`src/rtl/stbus_rx_deframer.sv`:
```
// rtl/stbus_rx_deframer.sv - DT serial TDM receive deframer: c4/f0 oversampling, byte assembly, frame lock
module stbus_rx_deframer #(
    parameter int CHANNELS    = 32,
    parameter int BITS_PER_CH = 8,
    parameter int BIT_DIV     = 2,
    parameter int SYNC_STAGES = 2,
    localparam int CH_W = (CHANNELS > 1) ? $clog2(CHANNELS) : 1
) (
    input  logic            clk50,
    input  logic            reset_in_rg,
    input  logic            c4,
    input  logic            f0,
    input  logic            data_from_dt,
    input  logic            enable,
    output logic [7:0]      byte_data,
    output logic [CH_W-1:0] byte_channel,
    output logic            byte_valid,
    output logic            frame_start,
    output logic            locked,
    output logic            frame_err,
    output logic [15:0]     frame_count
);
    localparam int PH_W  = (BIT_DIV > 1) ? $clog2(BIT_DIV) : 1;
    localparam int BIT_W = $clog2(BITS_PER_CH);
    localparam logic [PH_W-1:0]  PH_LAST  = PH_W'(BIT_DIV - 1);
    localparam logic [BIT_W-1:0] BIT_LAST = BIT_W'(BITS_PER_CH - 1);
    localparam logic [CH_W-1:0]  CH_LAST  = CH_W'(CHANNELS - 1);

    typedef enum logic {HUNT, RUN} state_t;
    state_t state, state_nxt;

    logic [SYNC_STAGES-1:0] c4_sync, f0_sync, data_sync;
    logic c4_prev, c4_rise, f0_r, data_r;

    logic [PH_W-1:0]        ph;
    logic [BIT_W-1:0]       bit_cnt;
    logic [CH_W-1:0]        ch;
    logic                   frame_full;
    logic [BITS_PER_CH-1:0] shift_reg, shift_nxt, byte_nxt;

    logic ev_start, ev_data, ev_aligned, ev_early, ev_miss;
    logic ph_last, bit_last, ch_last;

    // f0 and data are delayed alongside the edge register so all three stay aligned.
    always_ff @(posedge clk50) begin
        if (reset_in_rg) begin
            c4_sync   <= '0;
            f0_sync   <= '0;
            data_sync <= '0;
            c4_prev   <= 1'b0;
            c4_rise   <= 1'b0;
            f0_r      <= 1'b0;
            data_r    <= 1'b0;
        end else begin
            c4_sync   <= {c4_sync[SYNC_STAGES-2:0], c4};
            f0_sync   <= {f0_sync[SYNC_STAGES-2:0], f0};
            data_sync <= {data_sync[SYNC_STAGES-2:0], data_from_dt};
            c4_prev   <= c4_sync[SYNC_STAGES-1];
            c4_rise   <= c4_sync[SYNC_STAGES-1] & ~c4_prev;
            f0_r      <= f0_sync[SYNC_STAGES-1];
            data_r    <= data_sync[SYNC_STAGES-1];
        end
    end

    always_ff @(posedge clk50) begin
        if (reset_in_rg) state <= HUNT;
        else             state <= state_nxt;
    end

    always_comb begin
        state_nxt  = state;
        ev_start   = 1'b0;
        ev_data    = 1'b0;
        ev_aligned = 1'b0;
        ev_early   = 1'b0;
        ev_miss    = 1'b0;
        if (!enable) begin
            state_nxt = HUNT;
        end else if (c4_rise) begin
            case (state)
                HUNT: begin
                    if (!f0_r) begin
                        state_nxt = RUN;
                        ev_start  = 1'b1;
                    end
                end
                RUN: begin
                    if (!f0_r) begin
                        if (frame_full) ev_aligned = 1'b1;
                        else            ev_early   = 1'b1;
                    end else if (frame_full) begin
                        ev_miss   = 1'b1;
                        state_nxt = HUNT;
                    end else begin
                        ev_data = 1'b1;
                    end
                end
                default: state_nxt = HUNT;
            endcase
        end
    end

    always_comb begin
        ph_last   = (ph == PH_LAST);
        bit_last  = (bit_cnt == BIT_LAST);
        ch_last   = (ch == CH_LAST);
        shift_nxt = {shift_reg[BITS_PER_CH-2:0], data_r};
        byte_nxt  = (ph == '0) ? shift_nxt : shift_reg;
    end

    always_ff @(posedge clk50) begin
        if (reset_in_rg) begin
            ph           <= '0;
            bit_cnt      <= '0;
            ch           <= '0;
            frame_full   <= 1'b0;
            shift_reg    <= '0;
            byte_data    <= '0;
            byte_channel <= '0;
            byte_valid   <= 1'b0;
            frame_start  <= 1'b0;
            frame_err    <= 1'b0;
            locked       <= 1'b0;
            frame_count  <= '0;
        end else begin
            byte_valid  <= 1'b0;
            frame_start <= 1'b0;
            frame_err   <= 1'b0;
            if (!enable) locked <= 1'b0;

            if (ev_start || ev_aligned || ev_early) begin
                ph         <= '0;
                bit_cnt    <= '0;
                ch         <= '0;
                frame_full <= 1'b0;
                shift_reg  <= '0;
            end
            if (ev_aligned) begin
                frame_start <= 1'b1;
                frame_count <= frame_count + 16'd1;
                locked      <= 1'b1;
            end
            if (ev_early || ev_miss) begin
                frame_err <= 1'b1;
                locked    <= 1'b0;
            end

            if (ev_data) begin
                if (ph == '0) shift_reg <= shift_nxt;
                ph <= ph_last ? '0 : ph + 1'b1;
                if (ph_last) begin
                    bit_cnt <= bit_last ? '0 : bit_cnt + 1'b1;
                    if (bit_last) begin
                        byte_valid   <= 1'b1;
                        byte_data    <= byte_nxt;
                        byte_channel <= ch;
                        ch           <= ch_last ? '0 : ch + 1'b1;
                        if (ch_last) frame_full <= 1'b1;
                    end
                end
            end
        end
    end
endmodule

```
`config.mk`:
```
export PLATFORM = sky130hd
export DESIGN_NAME = stbus_rx_deframer
export DESIGN_NICKNAME = d
export VERILOG_FILES = /design/src/rtl/stbus_rx_deframer.sv
export SDC_FILE = /design/constraint.sdc
export NUM_CORES = 1
export LEC_CHECK = 0
export BUFFER_PORTS_ARGS = -buffer_cell sky130_fd_sc_hd__clkbuf_2
export CAP_MARGIN = 5
export CORE_AREA = 5 5 76 78
export DETAILED_ROUTE_END_ITERATION = 8
export DIE_AREA = 0 0 81 83
export GPL_TIMING_DRIVEN = 0
export HOLD_SLACK_MARGIN = 0.06
export PLACE_DENSITY = 0.79
export SETUP_SLACK_MARGIN = 0.02
export SLEW_MARGIN = 40
export SYNTH_ARGS = -nofsm -noshare
export SYNTH_HDL_FRONTEND = slang
export SYNTH_SLANG_ARGS = --single-unit
```
`constraint.sdc`:
```
create_clock -name clk50 -period 1.85 [get_ports clk50]
set_clock_uncertainty 0.15 [all_clocks]
set_input_delay 0.37 -clock clk50 [delete_from_list [all_inputs] [get_ports clk50]]
set_output_delay 0.37 -clock clk50 [all_outputs]
set_load 0.02 [all_outputs]
```
**Word-level counts from Yosys, hierarchy flattened**

Index checks and enable logic that the tools add are counted.

- Bits in latches: 0
- ROM bits: 0
- Word-level logic and storage cells: 90
- Memories kept: 0
- Memory bits (writable): 0
- Input bits: 6
- Output and inout port bits: 33
- Register bits: 62

- Eq/ne operators: 3
- Order comparisons: 0
- Bitwise gates (word level): 6
- Add/subtract/negate cells: 4
- Multipliers: 0
- Shift operators: 0
- Div/mod/pow operators: 0
- Mux-type cells: 49
- Reduce and logical (&&, ||, !) cells: 8

Operators with widths:

| kind | count |
|---|---|
| 1-bit 2-to-1 mux | 36 |
| 5-bit 2-to-1 mux | 5 |
| 8-bit 2-to-1 mux | 3 |
| 16-bit by 1-bit adder with 16-bit output, second input constant | 1 |
| 3-bit 2-to-1 mux | 4 |
| 5-bit by 1-bit adder with 5-bit output, second input constant | 1 |
| 5-bit equality test, second input constant | 1 |
| 1-bit NOT | 5 |
| 2-bit OR reduction | 2 |
| 3-bit by 1-bit adder with 3-bit output, second input constant | 1 |
| 3-bit equality test, second input constant | 1 |
| 1-bit logical OR | 3 |
| 3-bit AND reduction | 1 |
| 3-bit OR reduction | 1 |
| 2-bit by 1-bit inequality test with 1-bit output, second input constant | 1 |
| 1-bit one-hot mux with 2 select lines | 1 |
| 2-bit nonzero test | 1 |
| 1-bit adder, second input constant | 1 |
| 1-bit bitwise AND | 1 |

**Logic depth before layout (Yosys ltp)**

- Depth after elaboration: 12
- Mapped depth: 7
- Depth with buffers taken out: 6

**Least setup slack after synthesis**

Ideal clock, no wire load.

- Path kind: register to register
- Start point: register frame_count[0]
- End point: register frame_count[12]
- Setup slack: -0.212 ns
- Data required time: 1.630 ns
- Data arrival time: 1.841 ns
- Period minus slack after synthesis: 2.062 ns
- Stages on the path, launching flop included: 6
- Setup time: 0.070 ns
- Buffers on the path: 0
- Cell sequence: dfxtp_1 -> ha_1 -> nand4b_1 -> or4_4 -> or3_1 -> a21oi_1

- Cells in the longest elaborated chain, start to end: 1

Ends and longest elaborated chain:

| element | line | source |
|---|---|---|
| start, declared | 21 | `output logic [15:0] frame_count` |
| start signal, assigned | 140 | `frame_count <= frame_count + 16'd1;` |
| 16-bit by 1-bit adder with 16-bit output | 140 |  |

Every way passes these cells.
A chain may end at the register's enable or synchronous reset.

**Worst setup path after layout**

- Start point: register frame_count[4]
- End point: register frame_count[12]

The elaborated chain is that of the path after synthesis.

==> flow_metrics.tcl <==
set metrics [dict create \
    floorplan.die.width_microns 81 \
    power.clock.fraction_pct 45.6 \
    floorplan.rows 26 \
    cts.hold.buffers_added 0 \
    routabilityCongestion 0.780 \
    yosys_warnings 0 \
    endpoint_kind "flip-flop" \
    period_utilization_post_route_pct 99.2 \
    vdd.ir_drop.worst_v 0.000402 \
    gr-usage-all-layers_pct 18.0 \
    dr_total_vias 2174 \
    switching_share_pct 22.6 \
    post_route_cells_drive_above_1_share_pct 30.3 \
    power-per-cell-area_nw_per_um2 807 \
    numPortBuffers 38 \
    whs_ns 0.0864 \
    clk_latency_ns 0.34 \
    overflow 0 \
    footprint_of_the_multi_input_gates_sq_um 1210 \
    grt_start_max_net_pins 13 \
    cts.path.max_buffers 2 \
    synth_seq_area_share_pct 51.2 \
    synth.ff_latch_count 62 \
    synth_area_per_cell_sq_um 8.98 \
    fin_crit_ns 1.84 \
    yosys_most_used_dff "sky130_fd_sc_hd__dfxtp_1" \
    comb_power_share_pct 1.9 \
    maxCapViolations 0 \
    synth_enable_flop_cells 0 \
    timing.max_slew.rel_slack_pct 59.9 \
    startpoint_type "flip-flop" \
    leakage_uw 0.00125 \
    final_hold_viol_count 0 \
    fill_cells 438 \
    hold_start "data_from_dt" \
    postSynthCellCount 270 \
    core_area_sq_um 5010 \
    post_synth_num_cell_types 35 \
    p_seq_share_pct 52.5 \
    commonest_cells_after_routing_fill_and_taps_aside "sky130_fd_sc_hd__dfxtp_1 (52), sky130_fd_sc_hd__nand2_1 (42), sky130_fd_sc_hd__clkbuf_2 (40)" \
    critical_path.max_fanout 5 \
    drt.antenna.violating_nets 0 \
    cts_inserted_buffers 9 \
    cp.arrival_ns 1.95 \
    clockRootBuffer "sky130_fd_sc_hd__clkbuf_8" \
    final_max_slew_violation_count 0 \
    grtUsageMet1_pct 19.8 \
    drt_first_iter_violations 128 \
    largest_register_ff_count 16 \
    grt_antenna_before_repair 0 \
    first_global_vias 2098 \
    placedCellCount 378 \
    achievable_frequency_ghz 0.545 \
    grt.busiest_layer "met2" \
    critPathKind "reg -> reg" \
    layout_commonest_cell "sky130_fd_sc_hd__dfxtp_1" \
    worstHoldPathType "in -> reg" \
    design_area_sq_um 3160 \
    clk_pin_slew_ns 0.07 \
    insertedDiodeCount 0 \
    final_cells 410 \
    cts.htree.levels 3 \
    synth_nets 281 \
    internal_pwr_total_uw 1970 \
    total_nets_final 346 \
    crit_path_required_time_ns 1.97 \
    totalWireLength_microns 5870 \
    setup_violations 0 \
    cts_tree "built" \
    grt.met3_usage_pct 4.76 \
    grt.met2_usage_pct 31.4 \
    rsz_0062_raised_after_global_routing "true" \
    switchingPower_uw 577 \
    drcViolationCount 0 \
    initial_core_util_pct 48.4 \
    run_status "finished, final reports clean" \
    numClockSinks 62 \
    post_syn_area_sq_um 2420 \
    wire_length_of_the_first_global_routing_pass_microns 9460 \
    i_o_pins 39 \
    area_growth_pct 30.2 \
    wl_cell_microns 14.3 \
    placed_cell_area_sq_um 2740 \
    area.sequential_sq_um 1270 \
    tightestPinTransition_ns 0.602 \
    routed_via_density 5.30 \
    die_h_microns 83 \
    fin_util_pct 63.0 \
    proportion_of_synthesized_flip_flops_having_asynchronous_set_or_reset_pct 0 \
    drt_first_pass_iters 4 \
    fp.dieArea_sq_um 6720 \
    rr_startpoint "frame_count[4]" \
    place_hpwl_microns 3690 \
    critical_path.startpoint "frame_count[4]" \
]
## timing repair
| action | 4_1_cts | 5_1_grt |
|---|---|---|
| endpoints found under the setup margin | 30 | 31 |
| pin swaps | 9 | 5 |
| setup buffers | 8 | 8 |
| resized for setup | 15 | 15 |
## through the flow
stage / TNS, ns / power [uW] / setup slack [ns]
after floorplan: 0 / 1390 / 0.00947
after CTS: 0 / 2580 / 0.0171
after global routing: -0.141 / 2650 / -0.0490
after global placement: -5.80 / 1410 / -0.350
after detailed placement: -6.74 / 1410 / -0.395
final: 0 / 2550 / 0.0148
## Yosys cell counts, drive strengths merged, types with 6 or more instances
master | count | area share [%]
a21oi | 34 | 7.0
nor2b | 14 | 3.6
xnor2 | 6 | 2.2
clkbuf | 9 | 1.4
nor2 | 15 | 2.3
dfxtp | 62 | 51
or3 | 7 | 1.8
nand3 | 10 | 2.6
nand2 | 42 | 6.5
nand4 | 6 | 1.8
nand3b | 10 | 3.1
## cell families after synthesis
group	share of synthesized area, %
simple gates	28.4
xor+xnor	3.25
flops	51.2
mux	1.75
fa+ha+maj	2.58
buf+inv	2.53
compound gates	10.3
## area by class of cell
class                           count  share of cell area, %
Buffer                             11                   1.66
Clock buffer                        9                   3.92
Clock inverter                      7                   2.34
Inverter                            5                  0.594
Multi-Input combinational cell    192                   38.3
Sequential cell                    62                   40.2
Tap cell                           70                   2.77
Timing Repair Buffer               54                   10.2
## power groups by stage
| stage | sequential (uW) | combinational (uW) | clock, uW |
|---|---|---|---|
| 2_1_floorplan | 1370 | 27.5 | 0 |
| 3_3_place_gp | 1370 | 46.5 | 0 |
| 3_5_place_dp | 1370 | 47.1 | 0 |
| 4_1_cts | 1340 | 48.4 | 1190 |
| 5_1_grt | 1340 | 54.8 | 1260 |
| 6_report | 1340 | 49.1 | 1160 |
## metal layers
layer  share of wire, %  up-vias
li1                   -     1065
met1                 39     1021
met2                 51       65
met3                6.0       23
met4                3.9        0
met5                  0        -
## worst max-delay path, cell delays in order, from the launching register on
cell,delay (ns)
sky130_fd_sc_hd__dfxtp_4,0.38
sky130_fd_sc_hd__nand4_1,0.17
sky130_fd_sc_hd__or4_4,0.60
sky130_fd_sc_hd__or3_4,0.35
sky130_fd_sc_hd__a21oi_2,0.12
## path summary, 6_finish.rpt
| check | to | slack [ns] | cells after the start |
|---|---|---|---|
| setup / recovery | frame_count[12] | 0.01 | 4 |
| hold / removal | data_sync[0] | 0.09 | 2 |
| setup reg to reg | frame_count[12] | 0.01 | 4 |
| hold reg to reg | c4_rise | 0.22 | 1 |
No activity file was read; power rests on OpenSTA's default activity.
